`config.mk`:
```
export PLATFORM = sky130hd
export DESIGN_NAME = tilemap_sr_array_flat
export DESIGN_NICKNAME = d
export VERILOG_FILES = /design/src/rtl/tilemap_sr_pkg.sv /design/src/rtl/tilemap_sr_array_if.sv /design/src/rtl/tilemap_sr_lane.sv /design/src/rtl/tilemap_sr_array.sv /design/src/flat_wrapper.sv
export SDC_FILE = /design/constraint.sdc
export NUM_CORES = 1
export LEC_CHECK = 0
export ABC_AREA = 1
export CAP_MARGIN = 20
export CORE_MARGIN = 2
export CORE_UTILIZATION = 60
export CTS_BUF_LIST = sky130_fd_sc_hd__clkbuf_8
export DETAILED_ROUTE_END_ITERATION = 10
export PLACE_DENSITY_LB_ADDON = 0.1
export RECOVER_POWER = 25
export SLEW_MARGIN = 20
export SYNTH_ARGS = -nofsm -noshare
export SYNTH_HDL_FRONTEND = slang
export SYNTH_SLANG_ARGS = --single-unit
export TNS_END_PERCENT = 100
```
`constraint.sdc`:
```
create_clock -name i_EMU_MCLK -period 4.38 [get_ports i_EMU_MCLK]
set_clock_uncertainty 0.1 [all_clocks]
set_input_delay 1.095 -clock i_EMU_MCLK [delete_from_list [all_inputs] [get_ports i_EMU_MCLK]]
set_output_delay 1.095 -clock i_EMU_MCLK [all_outputs]
set_load 0.01 [all_outputs]
```
`src/rtl/tilemap_sr_pkg.sv`:
```
// rtl/tilemap_sr_pkg.sv - default geometry, pixel type and flat-bus lane slicing for the tilemap serialiser
package tilemap_sr_pkg;
  localparam int DEF_LAYERS    = 2;
  localparam int DEF_PX        = 8;
  localparam int DEF_BPP       = 4;
  localparam int DEF_OUT_DELAY = 3;
  localparam int BUS_MAX       = 1024;

  typedef logic [DEF_BPP-1:0] pixel_t;

  // Returns lane `lane` of a flat bus whose lanes are `width` bits each, right-aligned.
  function automatic logic [BUS_MAX-1:0] lane_slice(input logic [BUS_MAX-1:0] bus,
                                                    input int lane, input int width);
    logic [BUS_MAX-1:0] mask;
    mask = (BUS_MAX'(1) << width) - BUS_MAX'(1);
    return (bus >> (lane * width)) & mask;
  endfunction
endpackage

```
`src/rtl/tilemap_sr_array_if.sv`:
```
// rtl/tilemap_sr_array_if.sv - strobe, data and pixel-output bundle between timing/fetch and the serialiser
interface tilemap_sr_array_if
  import tilemap_sr_pkg::*;
#(
  parameter int LAYERS = DEF_LAYERS,
  parameter int PX     = DEF_PX,
  parameter int BPP    = DEF_BPP,
  parameter int FW     = $clog2(PX)
);
  logic                       i_EMU_CLK6MPCEN_n;
  logic [LAYERS*PX*BPP-1:0]   i_GFXDATA;
  logic [LAYERS-1:0]          i_LATCH;
  logic [LAYERS-1:0]          i_LOAD;
  logic [LAYERS-1:0]          i_FLIP;
  logic [LAYERS*FW-1:0]       i_FINE;
  logic                       i_HOLD;
  logic [LAYERS*BPP-1:0]      o_PIXEL;
  logic [LAYERS-1:0]          o_TRN_n;

  modport master (
    output i_EMU_CLK6MPCEN_n, i_GFXDATA, i_LATCH, i_LOAD, i_FLIP, i_FINE, i_HOLD,
    input  o_PIXEL, o_TRN_n
  );

  modport slave (
    input  i_EMU_CLK6MPCEN_n, i_GFXDATA, i_LATCH, i_LOAD, i_FLIP, i_FINE, i_HOLD,
    output o_PIXEL, o_TRN_n
  );
endinterface

```
`src/rtl/tilemap_sr_lane.sv`:
```
// rtl/tilemap_sr_lane.sv - one tilemap lane: line latch, bidirectional pixel SR, flip capture,
// fine-scroll delay line and output pipeline.
module tilemap_sr_lane #(
  parameter int PX        = 8,
  parameter int BPP       = 4,
  parameter int OUT_DELAY = 3,
  parameter int FW        = $clog2(PX)
) (
  input  logic              i_clk,
  input  logic              i_rst_n,
  input  logic              i_cen_n,
  input  logic [PX*BPP-1:0] i_gfx,
  input  logic              i_latch,
  input  logic              i_load,
  input  logic              i_flip,
  input  logic [FW-1:0]     i_fine,
  input  logic              i_hold,
  output logic [BPP-1:0]    o_pixel
);
  logic [PX*BPP-1:0] r_latch;
  logic [BPP-1:0]    r_sr   [PX];
  logic              r_flip;
  logic [BPP-1:0]    r_dly  [PX-1];
  logic [BPP-1:0]    r_pipe [OUT_DELAY+1];
  logic [BPP-1:0]    w_head;
  logic [BPP-1:0]    w_tap;
  logic              w_cen;

  assign w_cen  = ~i_cen_n;
  assign w_head = r_flip ? r_sr[PX-1] : r_sr[0];

  always_comb begin
    w_tap = w_head;
    for (int k = 1; k < PX; k++) begin
      if (i_fine == FW'(k)) w_tap = r_dly[k-1];
    end
  end

  always_ff @(posedge i_clk or negedge i_rst_n) begin
    if (!i_rst_n) begin
      r_latch <= '0;
    end else if (w_cen && i_latch) begin
      r_latch <= i_gfx;
    end
  end

  // Load reads the pre-edge latch, so a same-edge latch+load loads the previous row.
  always_ff @(posedge i_clk or negedge i_rst_n) begin
    if (!i_rst_n) begin
      r_flip <= 1'b0;
      for (int j = 0; j < PX; j++) r_sr[j] <= '0;
    end else if (w_cen) begin
      if (i_load) begin
        r_flip <= i_flip;
        for (int j = 0; j < PX; j++) r_sr[j] <= r_latch[(PX-1-j)*BPP +: BPP];
      end else if (!i_hold) begin
        if (r_flip) begin
          r_sr[0] <= '0;
          for (int j = 1; j < PX; j++) r_sr[j] <= r_sr[j-1];
        end else begin
          for (int j = 0; j < PX-1; j++) r_sr[j] <= r_sr[j+1];
          r_sr[PX-1] <= '0;
        end
      end
    end
  end

  always_ff @(posedge i_clk or negedge i_rst_n) begin
    if (!i_rst_n) begin
      for (int k = 0; k < PX-1; k++) r_dly[k] <= '0;
    end else if (w_cen && !i_hold) begin
      r_dly[0] <= w_head;
      for (int k = 1; k < PX-1; k++) r_dly[k] <= r_dly[k-1];
    end
  end

  // The output pipeline ignores hold so the mixer keeps receiving a steady stream.
  always_ff @(posedge i_clk or negedge i_rst_n) begin
    if (!i_rst_n) begin
      for (int k = 0; k <= OUT_DELAY; k++) r_pipe[k] <= '0;
    end else if (w_cen) begin
      r_pipe[0] <= w_tap;
      for (int k = 1; k <= OUT_DELAY; k++) r_pipe[k] <= r_pipe[k-1];
    end
  end

  assign o_pixel = r_pipe[OUT_DELAY];
endmodule

```
`src/rtl/tilemap_sr_array.sv`:
```
// rtl/tilemap_sr_array.sv - multi-lane tilemap pixel serialiser; slices the flat buses and
// instantiates one tilemap_sr_lane per layer.
module tilemap_sr_array
  import tilemap_sr_pkg::*;
#(
  parameter int LAYERS    = DEF_LAYERS,
  parameter int PX        = DEF_PX,
  parameter int BPP       = DEF_BPP,
  parameter int OUT_DELAY = DEF_OUT_DELAY,
  parameter int FW        = $clog2(PX)
) (
  input  logic               i_EMU_MCLK,
  input  logic               i_EMU_RST_n,
  tilemap_sr_array_if.slave  bus
);
  localparam int LW = PX * BPP;

  for (genvar l = 0; l < LAYERS; l++) begin : g_lane
    logic [LW-1:0]  w_gfx;
    logic [BPP-1:0] w_pix;

    assign w_gfx = LW'(lane_slice(BUS_MAX'(bus.i_GFXDATA), l, LW));

    tilemap_sr_lane #(
      .PX        (PX),
      .BPP       (BPP),
      .OUT_DELAY (OUT_DELAY),
      .FW        (FW)
    ) u_lane (
      .i_clk   (i_EMU_MCLK),
      .i_rst_n (i_EMU_RST_n),
      .i_cen_n (bus.i_EMU_CLK6MPCEN_n),
      .i_gfx   (w_gfx),
      .i_latch (bus.i_LATCH[l]),
      .i_load  (bus.i_LOAD[l]),
      .i_flip  (bus.i_FLIP[l]),
      .i_fine  (bus.i_FINE[l*FW +: FW]),
      .i_hold  (bus.i_HOLD),
      .o_pixel (w_pix)
    );

    assign bus.o_PIXEL[l*BPP +: BPP] = w_pix;
    assign bus.o_TRN_n[l]            = |w_pix;
  end
endmodule
```
`src/flat_wrapper.sv`:
```
// flat-port wrapper written by rule: the top's interface ports become plain ports
module tilemap_sr_array_flat import tilemap_sr_pkg::*;
#(
  parameter int LAYERS    = DEF_LAYERS,
  parameter int PX        = DEF_PX,
  parameter int BPP       = DEF_BPP,
  parameter int OUT_DELAY = DEF_OUT_DELAY,
  parameter int FW        = $clog2(PX)
)
  (i_EMU_MCLK, i_EMU_RST_n, bus_i_EMU_CLK6MPCEN_n, bus_i_GFXDATA, bus_i_LATCH, bus_i_LOAD, bus_i_FLIP, bus_i_FINE, bus_i_HOLD, bus_o_PIXEL, bus_o_TRN_n);
  tilemap_sr_array_if #(.LAYERS(LAYERS), .PX(PX), .BPP(BPP), .FW(FW)) bus_i ();
  input  logic i_EMU_MCLK;
  input  logic i_EMU_RST_n;
  input wire logic [$bits(bus_i.i_EMU_CLK6MPCEN_n)-1:0] bus_i_EMU_CLK6MPCEN_n;
  input wire logic [$bits(bus_i.i_GFXDATA)-1:0] bus_i_GFXDATA;
  input wire logic [$bits(bus_i.i_LATCH)-1:0] bus_i_LATCH;
  input wire logic [$bits(bus_i.i_LOAD)-1:0] bus_i_LOAD;
  input wire logic [$bits(bus_i.i_FLIP)-1:0] bus_i_FLIP;
  input wire logic [$bits(bus_i.i_FINE)-1:0] bus_i_FINE;
  input wire logic [$bits(bus_i.i_HOLD)-1:0] bus_i_HOLD;
  output wire logic [$bits(bus_i.o_PIXEL)-1:0] bus_o_PIXEL;
  output wire logic [$bits(bus_i.o_TRN_n)-1:0] bus_o_TRN_n;
  assign bus_i.i_EMU_CLK6MPCEN_n = bus_i_EMU_CLK6MPCEN_n;
  assign bus_i.i_GFXDATA = bus_i_GFXDATA;
  assign bus_i.i_LATCH = bus_i_LATCH;
  assign bus_i.i_LOAD = bus_i_LOAD;
  assign bus_i.i_FLIP = bus_i_FLIP;
  assign bus_i.i_FINE = bus_i_FINE;
  assign bus_i.i_HOLD = bus_i_HOLD;
  assign bus_o_PIXEL = bus_i.o_PIXEL;
  assign bus_o_TRN_n = bus_i.o_TRN_n;
  tilemap_sr_array #(.LAYERS(LAYERS), .PX(PX), .BPP(BPP), .OUT_DELAY(OUT_DELAY), .FW(FW)) u_core (.i_EMU_MCLK(i_EMU_MCLK), .i_EMU_RST_n(i_EMU_RST_n), .bus(bus_i));
endmodule
```
==> metrics.csv <==
metric;value;unit
run status;finished, violations left;
failing checks;capacitance limit, slew limit;
GP Congestion;0.800;
# rows;46;
DRC viols;0;
Port-buffer cells;89;
Post-Route WL;19900;um
Post-layout nets;1251;
Slew Limit Fails;104;
fraction of layout cells with a size suffix above 1;11.1;%
Syn Area/Cell;8.94;um^2
DIE WIDTH;132;um
Slew @ Worst Pin;2.61;ns
core area;15900;um^2
Worst Hold Class;reg2reg;
Starting Density;61.5;%
Post-CTS Setup Bufs;0;
Worst EP arrival;1.92;ns
total track usage;23.8;%
CTS tree;done;
antenna violations before repair;1;
Synthesized Nets;1173;
P_leak;5.44;nW
H-tree depth;2;
max_cap viols;1;
CTS Sinks;218;
CP Data Required Time;3.18;ns
combinational cell fraction of total power;18.5;%
Pwr Density;466;nW/um^2
die area;17300;um^2
Post-Synthesis Cells;1093;
final worst-path cycle share;71.0;%
Slew HR;-74.0;%
DR pass1 iterations;7;
vias in the first global route;7414;
pin count of the biggest net entering global routing;105;
Peak Freq;0.321;GHz
Mapped Area;9770;um^2
Synth area leader;dfrtp_1;
Worst Setup End Kind;output port;
root buffer cell;clkbuf_8;
Synth-to-Final Area Change;17.5;%
first-pass GRT wire length;34400;um
internal power component;3.81;mW
EDFF count, synth;0;
sw frac;28.8;%
cells resized by post-CTS repair;0;
min Tclk post-route;3.11;ns
FFs w/ async S/R, synth;100;%
TNS Setup;0;ns
Die H;132;um
area fraction of the dominant cell type after synthesis;55.8;%
CTS Buf Count;38;
hpwl dp;12900;um
vias per inst;5.28;
fillers;1294;
GRT overflow;0;
number of synthesis warnings;0;
switching power;1.54;mW
crit path kind;reg2out;
Reg clk slew, reported paths;0.06;ns
post-synthesis sequential area ratio;55.8;%
startpoint types;flip-flop;
CTS max path bufs;3;
Clock Latency Late Sink;0.52;ns
WHS;0.367;ns
I/O pins;90;
DR vias;7441;
Main synth FF type;dfrtp_1;
final setup vio count;0;
RSZ-0062 raised after global routing;false;
peak supply drop;286;uV
Worst Path Max Fanout;3;
Seq pwr share;48.4;%
Yosys reg bits;218;
Area contributors post-synth;dfrtp_1 56%, nand2_1 8.0%, a21oi_1 6.8%;
ANT cells;0;
Detail Route Antenna Nets;0;
DRT iter0 DRCs;496;
R2R Setup Slk;2.39;ns
cts hold-fix bufs;0;
post-synth cell types;30;
Final Hold Viols;0;
wire per inst;14.1;um
Clock power frac;33.1;%
## stage by stage
| stage | power (mW) | instance area [um^2] | setup slack [ns] | instances | util (%) |
|---|---|---|---|---|---|
| after floorplan | 3.27 | 9770 | 2.03 | 1093 | - |
| after global placement | 3.57 | 10700 | 1.07 | 1346 | 67.6 |
| after detailed placement | 3.61 | 10700 | 1.04 | 1346 | 67.6 |
| after CTS | 5.40 | 11500 | 1.24 | 1409 | 72.2 |
| after global routing | 5.68 | 11500 | 0.860 | 1410 | 72.3 |
| final | 5.35 | 11500 | 1.27 | 1410 | 72.3 |
## logic make-up (layout without fill, tap and decap cells)
family	after synthesis	in the layout	synth area share, %
mux	53	53	6.11
simple gates	300	300	12.3
compound gates	314	314	17.1
flops	218	218	55.8
buf+inv	208	309	8.63
## cells in the mapped netlist (2+ instances only)
| cell type | count |
|---|---|
| dfrtp_1 | 218 |
| nand2_1 | 208 |
| inv_1 | 139 |
| a21oi_1 | 132 |
| o21ai_0 | 107 |
| nor2_1 | 71 |
| o22ai_1 | 63 |
| mux2_2 | 53 |
| clkbuf_1 | 29 |
| buf_2 | 20 |
| buf_4 | 10 |
| nand3_1 | 7 |
| inv_2 | 5 |
| buf_1 | 4 |
| nand2_2 | 3 |
| nor3_2 | 3 |
| o211ai_1 | 3 |
| o21ai_1 | 3 |
| a211oi_1 | 2 |
| nor3_4 | 2 |
| or4_1 | 2 |
## sequential cells by signal (all words and copies together), names as in the netlist
register,flops
u_core.g_lane.u_lane.r_dly,56
u_core.g_lane.u_lane.r_latch,64
u_core.g_lane.u_lane.r_flip,2
u_core.g_lane.u_lane.r_pipe,24
u_core.g_lane.u_lane.o_pixel,8
u_core.g_lane.u_lane.r_sr,64
## final timing paths
check                                                         from                                  end  depth (start not counted)
worst min register to register   u_core.g_lane[0].u_lane.r_pipe[5]   u_core.g_lane[0].u_lane.o_pixel[1]                          2
min in group asynchronous                              i_EMU_RST_n     u_core.g_lane[1].u_lane.r_dly[2]                          1
worst min-delay path             u_core.g_lane[0].u_lane.r_pipe[5]   u_core.g_lane[0].u_lane.o_pixel[1]                          2
worst max-delay path            u_core.g_lane[1].u_lane.o_pixel[1]                       bus_o_TRN_n[1]                          2
max in group asynchronous                              i_EMU_RST_n  u_core.g_lane[1].u_lane.r_latch[17]                          2
worst max register to register      u_core.g_lane[1].u_lane.r_flip     u_core.g_lane[1].u_lane.r_sr[19]                          5
## power groups by stage
stage               logic [mW]  clock network [mW]  registers [mW]
detailed placement       0.986                   0            2.62
global placement         0.954                   0            2.61
CTS                      0.993                1.82            2.59
finish                   0.990                1.77            2.59
global route              1.14                1.91            2.64
floorplan                0.712                   0            2.56
## cell usage in the layout, fill, tap and decap left out, drive strengths merged, types with 50 or more instances in the layout
| master | instances |
|---|---|
| nor2 | 72 |
| mux2 | 53 |
| a21oi | 132 |
| o22ai | 63 |
| inv | 158 |
| dfrtp | 218 |
| o21ai | 110 |
| nand2 | 211 |
| clkdlybuf4s50 | 88 |
| clkbuf | 50 |
## cell type report
class / instances / area, um^2 / area share, %
Inverter: 145 / 544 / 4.74
Clock inverter: 14 / 52.6 / 0.458
Timing Repair Buffer: 101 / 1000 / 8.72
Tap cell: 216 / 270 / 2.35
Sequential cell: 218 / 5460 / 47.5
Clock buffer: 49 / 674 / 5.87
Multi-Input combinational cell: 667 / 3490 / 30.4
## per-layer routing
| metal | routed length [um] | up-vias | share of wire [%] | global-route usage (%) |
|---|---|---|---|---|
| li1 | - | 3737 | - | - |
| met1 | 9500 | 3501 | 48 | 33.4 |
| met2 | 9160 | 151 | 46 | 37.5 |
| met3 | 819 | 50 | 4.1 | 4.05 |
| met4 | 456 | 2 | 2.3 | 8.82 |
| met5 | 13 | - | 0.065 | 0 |
## worst max-delay path: stages, from the launching register on
cell and delay, ns:
dfrtp_1 0.40, or4_1 0.52, clkdlybuf4s50_1 0.49
Note: power is estimated with default switching activity, not from simulation.
